File: src/rtl/key_press_gen.sv
// key_press_gen: key-press emulator driving an active-low key line (idle high).
// One press = press bounce, stable low hold, release bounce, stable-high settle.
// Optional feature macro: KEY_GEN_REPEAT_EN adds repeat_num and runs
// repeat_num+1 back-to-back presses per start.
// Outputs are registered decodes of the FSM state, so they trail the state by
// one cycle: a start sampled at edge E first moves key_out/busy at edge E+1.
module key_press_gen #(
  parameter int BOUNCE_LEN    = 4,
  parameter int HOLD_W        = 24,
  parameter int SETTLE_CYCLES = 16
) (
  input  logic              clk,
  input  logic              rst,
  input  logic              start,
  input  logic [HOLD_W-1:0] hold_cycles,
  input  logic [3:0]        bounce_num,
`ifdef KEY_GEN_REPEAT_EN
  input  logic [3:0]        repeat_num,
`endif
  output logic              key_out,
  output logic              busy,
  output logic              done,
  output logic [7:0]        press_cnt
);

  localparam int BW   = $clog2(BOUNCE_LEN);
  localparam int SW   = $clog2(SETTLE_CYCLES);
  localparam int CW_A = (HOLD_W > BW) ? HOLD_W : BW;
  localparam int CW   = (CW_A > SW) ? CW_A : SW;
  localparam logic [CW-1:0] BOUNCE_LOAD = CW'(BOUNCE_LEN - 1);
  localparam logic [CW-1:0] SETTLE_LOAD = CW'(SETTLE_CYCLES - 1);

  typedef enum logic [2:0] {
    S_IDLE   = 3'd0,
    S_PB     = 3'd1,
    S_HOLD   = 3'd2,
    S_RB     = 3'd3,
    S_SETTLE = 3'd4
  } state_t;

  state_t            state, state_nxt;
  logic [CW-1:0]     cnt, cnt_nxt;
  logic [3:0]        gcnt, gcnt_nxt;
  logic              half, half_nxt;
  logic [3:0]        bnum, bnum_nxt;
  logic [HOLD_W-1:0] hold_lat, hold_nxt;
`ifdef KEY_GEN_REPEAT_EN
  logic [3:0]        rep_cnt, rep_nxt;
`endif
  logic              key_s;
  logic              settle_last_s;
  logic              press_inc_s;

  // Hold length minus one for the down-counter; zero is treated as one cycle.
  function automatic logic [CW-1:0] hold_load(input logic [HOLD_W-1:0] h);
    if (h == {HOLD_W{1'b0}}) begin
      return {CW{1'b0}};
    end else begin
      return CW'(h - {{(HOLD_W-1){1'b0}}, 1'b1});
    end
  endfunction

  // FSM state and phase/glitch counters.
  always_ff @(posedge clk) begin
    if (rst) begin
      state    <= S_IDLE;
      cnt      <= {CW{1'b0}};
      gcnt     <= 4'd0;
      half     <= 1'b0;
      bnum     <= 4'd0;
      hold_lat <= {HOLD_W{1'b0}};
`ifdef KEY_GEN_REPEAT_EN
      rep_cnt  <= 4'd0;
`endif
    end else begin
      state    <= state_nxt;
      cnt      <= cnt_nxt;
      gcnt     <= gcnt_nxt;
      half     <= half_nxt;
      bnum     <= bnum_nxt;
      hold_lat <= hold_nxt;
`ifdef KEY_GEN_REPEAT_EN
      rep_cnt  <= rep_nxt;
`endif
    end
  end

  // Next-state logic: each phase reloads the phase counter on entry and exits when it hits zero.
  always_comb begin
    state_nxt = state;
    cnt_nxt   = cnt;
    gcnt_nxt  = gcnt;
    half_nxt  = half;
    bnum_nxt  = bnum;
    hold_nxt  = hold_lat;
`ifdef KEY_GEN_REPEAT_EN
    rep_nxt   = rep_cnt;
`endif
    case (state)
      S_IDLE: begin
        // done is high in the first IDLE cycle; a start there is dropped
        if (start && !done) begin
          bnum_nxt = bounce_num;
          hold_nxt = hold_cycles;
`ifdef KEY_GEN_REPEAT_EN
          rep_nxt  = repeat_num;
`endif
          if (bounce_num == 4'd0) begin
            state_nxt = S_HOLD;
            cnt_nxt   = hold_load(hold_cycles);
          end else begin
            state_nxt = S_PB;
            cnt_nxt   = BOUNCE_LOAD;
            half_nxt  = 1'b0;
            gcnt_nxt  = bounce_num;
          end
        end else begin
          state_nxt = S_IDLE;
        end
      end
      S_PB, S_RB: begin
        if (cnt != {CW{1'b0}}) begin
          cnt_nxt = cnt - {{(CW-1){1'b0}}, 1'b1};
        end else if (!half) begin
          half_nxt = 1'b1;
          cnt_nxt  = BOUNCE_LOAD;
        end else if (gcnt == 4'd1) begin
          if (state == S_PB) begin
            state_nxt = S_HOLD;
            cnt_nxt   = hold_load(hold_lat);
          end else begin
            state_nxt = S_SETTLE;
            cnt_nxt   = SETTLE_LOAD;
          end
        end else begin
          gcnt_nxt = gcnt - 4'd1;
          half_nxt = 1'b0;
          cnt_nxt  = BOUNCE_LOAD;
        end
      end
      S_HOLD: begin
        if (cnt != {CW{1'b0}}) begin
          cnt_nxt = cnt - {{(CW-1){1'b0}}, 1'b1};
        end else if (bnum == 4'd0) begin
          state_nxt = S_SETTLE;
          cnt_nxt   = SETTLE_LOAD;
        end else begin
          state_nxt = S_RB;
          cnt_nxt   = BOUNCE_LOAD;
          half_nxt  = 1'b0;
          gcnt_nxt  = bnum;
        end
      end
      S_SETTLE: begin
        if (cnt != {CW{1'b0}}) begin
          cnt_nxt = cnt - {{(CW-1){1'b0}}, 1'b1};
`ifdef KEY_GEN_REPEAT_EN
        end else if (rep_cnt != 4'd0) begin
          // another press follows directly, skipping IDLE
          rep_nxt = rep_cnt - 4'd1;
          if (bnum == 4'd0) begin
            state_nxt = S_HOLD;
            cnt_nxt   = hold_load(hold_lat);
          end else begin
            state_nxt = S_PB;
            cnt_nxt   = BOUNCE_LOAD;
            half_nxt  = 1'b0;
            gcnt_nxt  = bnum;
          end
`endif
        end else begin
          state_nxt = S_IDLE;
        end
      end
      default: begin
        state_nxt = S_IDLE;
      end
    endcase
  end

  // Output decode: key level per phase, final settle cycle, press count trigger.
  always_comb begin
    key_s = 1'b1;
    case (state)
      S_PB:    key_s = half;    // low half first, then high
      S_HOLD:  key_s = 1'b0;
      S_RB:    key_s = ~half;   // high half first, then low
      default: key_s = 1'b1;
    endcase
`ifdef KEY_GEN_REPEAT_EN
    settle_last_s = (state == S_SETTLE) && (cnt == {CW{1'b0}}) && (rep_cnt == 4'd0);
`else
    settle_last_s = (state == S_SETTLE) && (cnt == {CW{1'b0}});
`endif
    press_inc_s = (state_nxt == S_HOLD) && (state != S_HOLD);
  end

  // Registered outputs.
  always_ff @(posedge clk) begin
    if (rst) begin
      key_out   <= 1'b1;
      busy      <= 1'b0;
      done      <= 1'b0;
      press_cnt <= 8'd0;
    end else begin
      key_out <= key_s;
      busy    <= (state != S_IDLE);
      done    <= settle_last_s;
      if (press_inc_s) begin
        press_cnt <= press_cnt + 8'd1;
      end else begin
        press_cnt <= press_cnt;
      end
    end
  end

endmodule
File: config.mk
export PLATFORM = sky130hd
export DESIGN_NAME = key_press_gen
export DESIGN_NICKNAME = d
export VERILOG_FILES = /design/src/rtl/key_press_gen.sv
export SDC_FILE = /design/constraint.sdc
export NUM_CORES = 1
export LEC_CHECK = 0
export BUFFER_PORTS_ARGS = -buffer_cell sky130_fd_sc_hd__buf_2
export CAP_MARGIN = 20
export CORE_UTILIZATION = 55
export CTS_CLUSTER_DIAMETER = 60
export DETAILED_ROUTE_END_ITERATION = 8
export PLACE_DENSITY = 0.81
export SETUP_SLACK_MARGIN = 0.15
export SLEW_MARGIN = 20
export SYNTH_ARGS = -nofsm -noshare
export SYNTH_HDL_FRONTEND = slang
export SYNTH_SLANG_ARGS = --single-unit
File: constraint.sdc
create_clock -name clk -period 2.6 [get_ports clk]
set_input_delay 0.26 -clock clk [delete_from_list [all_inputs] [get_ports clk]]
set_output_delay 0.26 -clock clk [all_outputs]
set_load 0.01 [all_outputs]
==> results.yml <==
setup_path:
  crit_fanout: 6
  critPathLaunchType: "register"
  cp.required_ps: 2820
  rr_worst_depth: 6
  critPathKind: "reg -> reg"
  worstPathCellList: "nor4_1 > nand4_2 > or4_4 > a211oi_4 > xnor2_1 > nor2_1"
  reg2reg_to: "press_cnt[2]$_SDFFE_PP0P_"
  critical_path_arrival_ps: 2700
  end_kind: "register"
  timing.rr.start: "cnt[20]$_SDFFE_PP0P_"
  reg2reg_slack_ps: 120
  critPathMaxStageDelay_ps: 660
  crit_slowest_cell: "or4_4"
finish:
  antenna_cells: 0
  finalInstanceArea_um2: 5653
  utilization: 0.6778
  fin_cells: 813
  fin_nets: 743
  fillers: 711
  areaGrowthSynthToFinish_pct: 17.38
  drive_above_1_share: 0.1992
grt:
  grt_pass1_wl_um: 23110
  antenna_found_initial: 0
  grt_use_total: 0.3273
  grt_max_degree: 32
  overflow: 0
  grt_pass1_vias: 4740
die:
  initial_utilization: 0.5774
  die_w_um: 95.58
  core_area_um2: 8341
  die_h_um: 95.58
  rows: 33
  ioPinCount: 42
  design.die.area_um2: 9135
flow_run:
  max_cap_viol_count: 0
synth:
  synthCells: 645
  synth_edf_count: 0
  synth.avg_cell_area_um2: 7.466
  yosys.area_share.simple: 0.3071
  synth_top_family_by_area: "simple AND/OR/NAND/NOR gates"
  ys_seq_area_frac: 0.2951
  synthMuxAreaShare: 0.002078
  synth_fa_ha_area_frac: 0.02338
  ys.warnings.count: 0
  ys_async_sr_fraction: 0
  synth-compound-area-share: 0.2312
  synthXorXnorAreaFrac: 0.09457
  synth_cell_types: 61
  syn-num-nets: 685
  syn_area_um2: 4816
  synth-seq-cells: 71
  synthFlopType: "dfxtp_1"
detailed_routing:
  first_pass_iters: 5
  vias: 5182
  vias_per_cell: 6.374
  routed_wirelength_um: 14790
  first_iter_violations: 497
  ant_nets: 0
  drc: 0
  routedWlPerCell_um: 18.19
clock_network:
  clkLatencyLatePin_ps: 360
  cts_made_buffers: 9
  h-tree-depth: 3
  tritoncts: "built"
  hold_buffers: 0
  cts.clk_slew.worst_paths_ps: 80
  cts_sinks: 71
  cts-root-buf: "clkbuf_8"
  clockBufferDepth: 2
power:
  ir_drop_uv: 330.0
  p_leak_nw: 2.198
  power_w: 0.003550
  power.density_nw_per_um2: 628.1
timing:
  max_freq_mhz: 403.2
  rsz0062_at_grt: "true"
  setup_viol: 0
  hold_violations: 0
  relSlewSlack: 0.5975
  finalCriticalPeriod_ps: 2480
  tightestPinTransition_ps: 603.7
  clock_skew_ps: 9.963
  setup_tns_ps: 0
  post-route-period-util: 0.9540
  report.final.slew_viol_count: 0
placed_design:
  dp_cells: 794
  io_buffers: 41
  place_area_um2: 5319
  gp_congestion: 0.9633
  dp_hpwl_um: 10500
min_path:
  min_delay_path_depth: 3
  hp-start: "bounce_num[1]"
  hold_path.class: "in -> reg"
  holdPathEnd: "bnum[1]$_SDFFE_PP0P_"
run_status:
  outcome: "finished clean"
## where the power goes
part	switching, W	total (W)	internal (W)
Clock	0.000456	0.000921	0.000464
Sequential	0.000119	0.00130	0.00118
Combinational	0.000810	0.00133	0.000522
Total	0.00139	0.00355	0.00217
## cell families (layout without fill, tap and decap cells)
family | count (synthesis) | count (layout)
xor+xnor | 52 | 52
mux | 1 | 1
fa+ha+maj | 9 | 9
flops | 71 | 71
buf+inv | 55 | 118
compound gates | 162 | 162
simple gates | 295 | 295
## Yosys cell counts (3+ instances only)
cell type	n	area (um^2)
nor4b_1	4	35.03
a211oi_1	11	82.58
clkbuf_1	29	108.9
o32ai_1	4	35.03
o31ai_1	6	45.04
ha_1	9	112.6
a221oi_1	8	70.07
dfxtp_1	71	1421
o21ai_0	25	125.1
xnor2_1	16	140.1
inv_1	19	71.32
nor2_1	69	259.0
a21oi_1	60	300.3
or3_1	9	56.30
nor3b_1	3	22.52
or4_1	8	60.06
a22oi_1	4	30.03
nand2b_1	5	31.28
nor2b_1	5	31.28
xor2_1	36	315.3
nand4_1	11	68.82
a31oi_1	6	37.54
nand2_1	86	322.8
a211oi_2	7	87.58
o21bai_1	4	30.03
nand3_1	15	75.07
or2_2	5	31.28
o22ai_1	6	37.54
nor3_1	41	205.2
nor4_1	19	118.9
## placed cells by master (no fill, tap or decap), drive strengths merged, types with 6 or more instances in the layout
cell type   n
o22ai       6
ha          9
a21oi      60
nand4      12
a211oi     18
a31oi       6
nand2      86
nor2       70
o31ai       8
dfxtp      71
or3         9
nand3      15
nor3       41
a221oi      8
buf        82
xor2       36
o21ai      27
xnor2      16
nor4       21
clkbuf     10
inv        19
or4        10
## flip-flops by register name, indices dropped and copies added (netlist names)
name,count
gcnt,4
hold_lat,24
key_out,1
busy,1
state,3
done,1
press_cnt,8
half,1
cnt,24
bnum,4
## final cells by class
class	count	area, um^2	share of cell area
multi-input combinational	519	3272	0.5788
sequential	71	1423	0.2517
timing repair buffer	82	554.3	0.09805
clock buffer	10	137.6	0.02435
tap	105	131.4	0.02324
inverter	20	75.07	0.01328
clock inverter	6	60.06	0.01062
## through the flow
stage | hold slack (ps) | setup slack (ps)
after detailed placement | 463.6 | 69.16
after CTS | 151.3 | 147.9
after global routing | 160.2 | 13.31
after global placement | 457.3 | 128.2
final | 161.9 | 119.5
after floorplan | 396.0 | 156.1
## how the worst max path moves through the flow
stage / startpoint / depth (start not counted) / to
floorplan: hold_lat[10]$_SDFFE_PP0P_ / 7 / cnt[3]$_SDFFE_PP0P_
global placement: cnt[1]$_SDFFE_PP0P_ / 8 / press_cnt[7]$_SDFFE_PP0P_
detailed placement: hold_lat[20]$_SDFFE_PP0P_ / 7 / cnt[3]$_SDFFE_PP0P_
CTS: hold_lat[10]$_SDFFE_PP0P_ / 7 / cnt[3]$_SDFFE_PP0P_
global route: cnt[20]$_SDFFE_PP0P_ / 6 / press_cnt[2]$_SDFFE_PP0P_
finish: cnt[20]$_SDFFE_PP0P_ / 6 / press_cnt[2]$_SDFFE_PP0P_
## routing by layer
metal  routed length [um]  global-route usage  vias to the layer above  part of all wire
li1                     -                   -                     2452                 -
met1                 6409              0.4396                     2417              0.43
met2                 6706              0.5024                      264              0.45
met3                 1265             0.06300                       49             0.086
met4                  408              0.1542                        0             0.028
met5                    0                   0                        -                 0
## critical path: cells and delay by family, from the launching register on
family	cells	cell delay, ps
and+or+nand+nor	4	1450
AOI/OAI and AO/OA	1	350
DFF	1	370
xor gates and xnor gates	1	170
## repair_timing
action	CTS	global route
pin swaps	5	6
setup buffers	2	1
endpoints found under the setup margin	12	34
resized for setup	6	15
(Power assumes the default switching activity.)
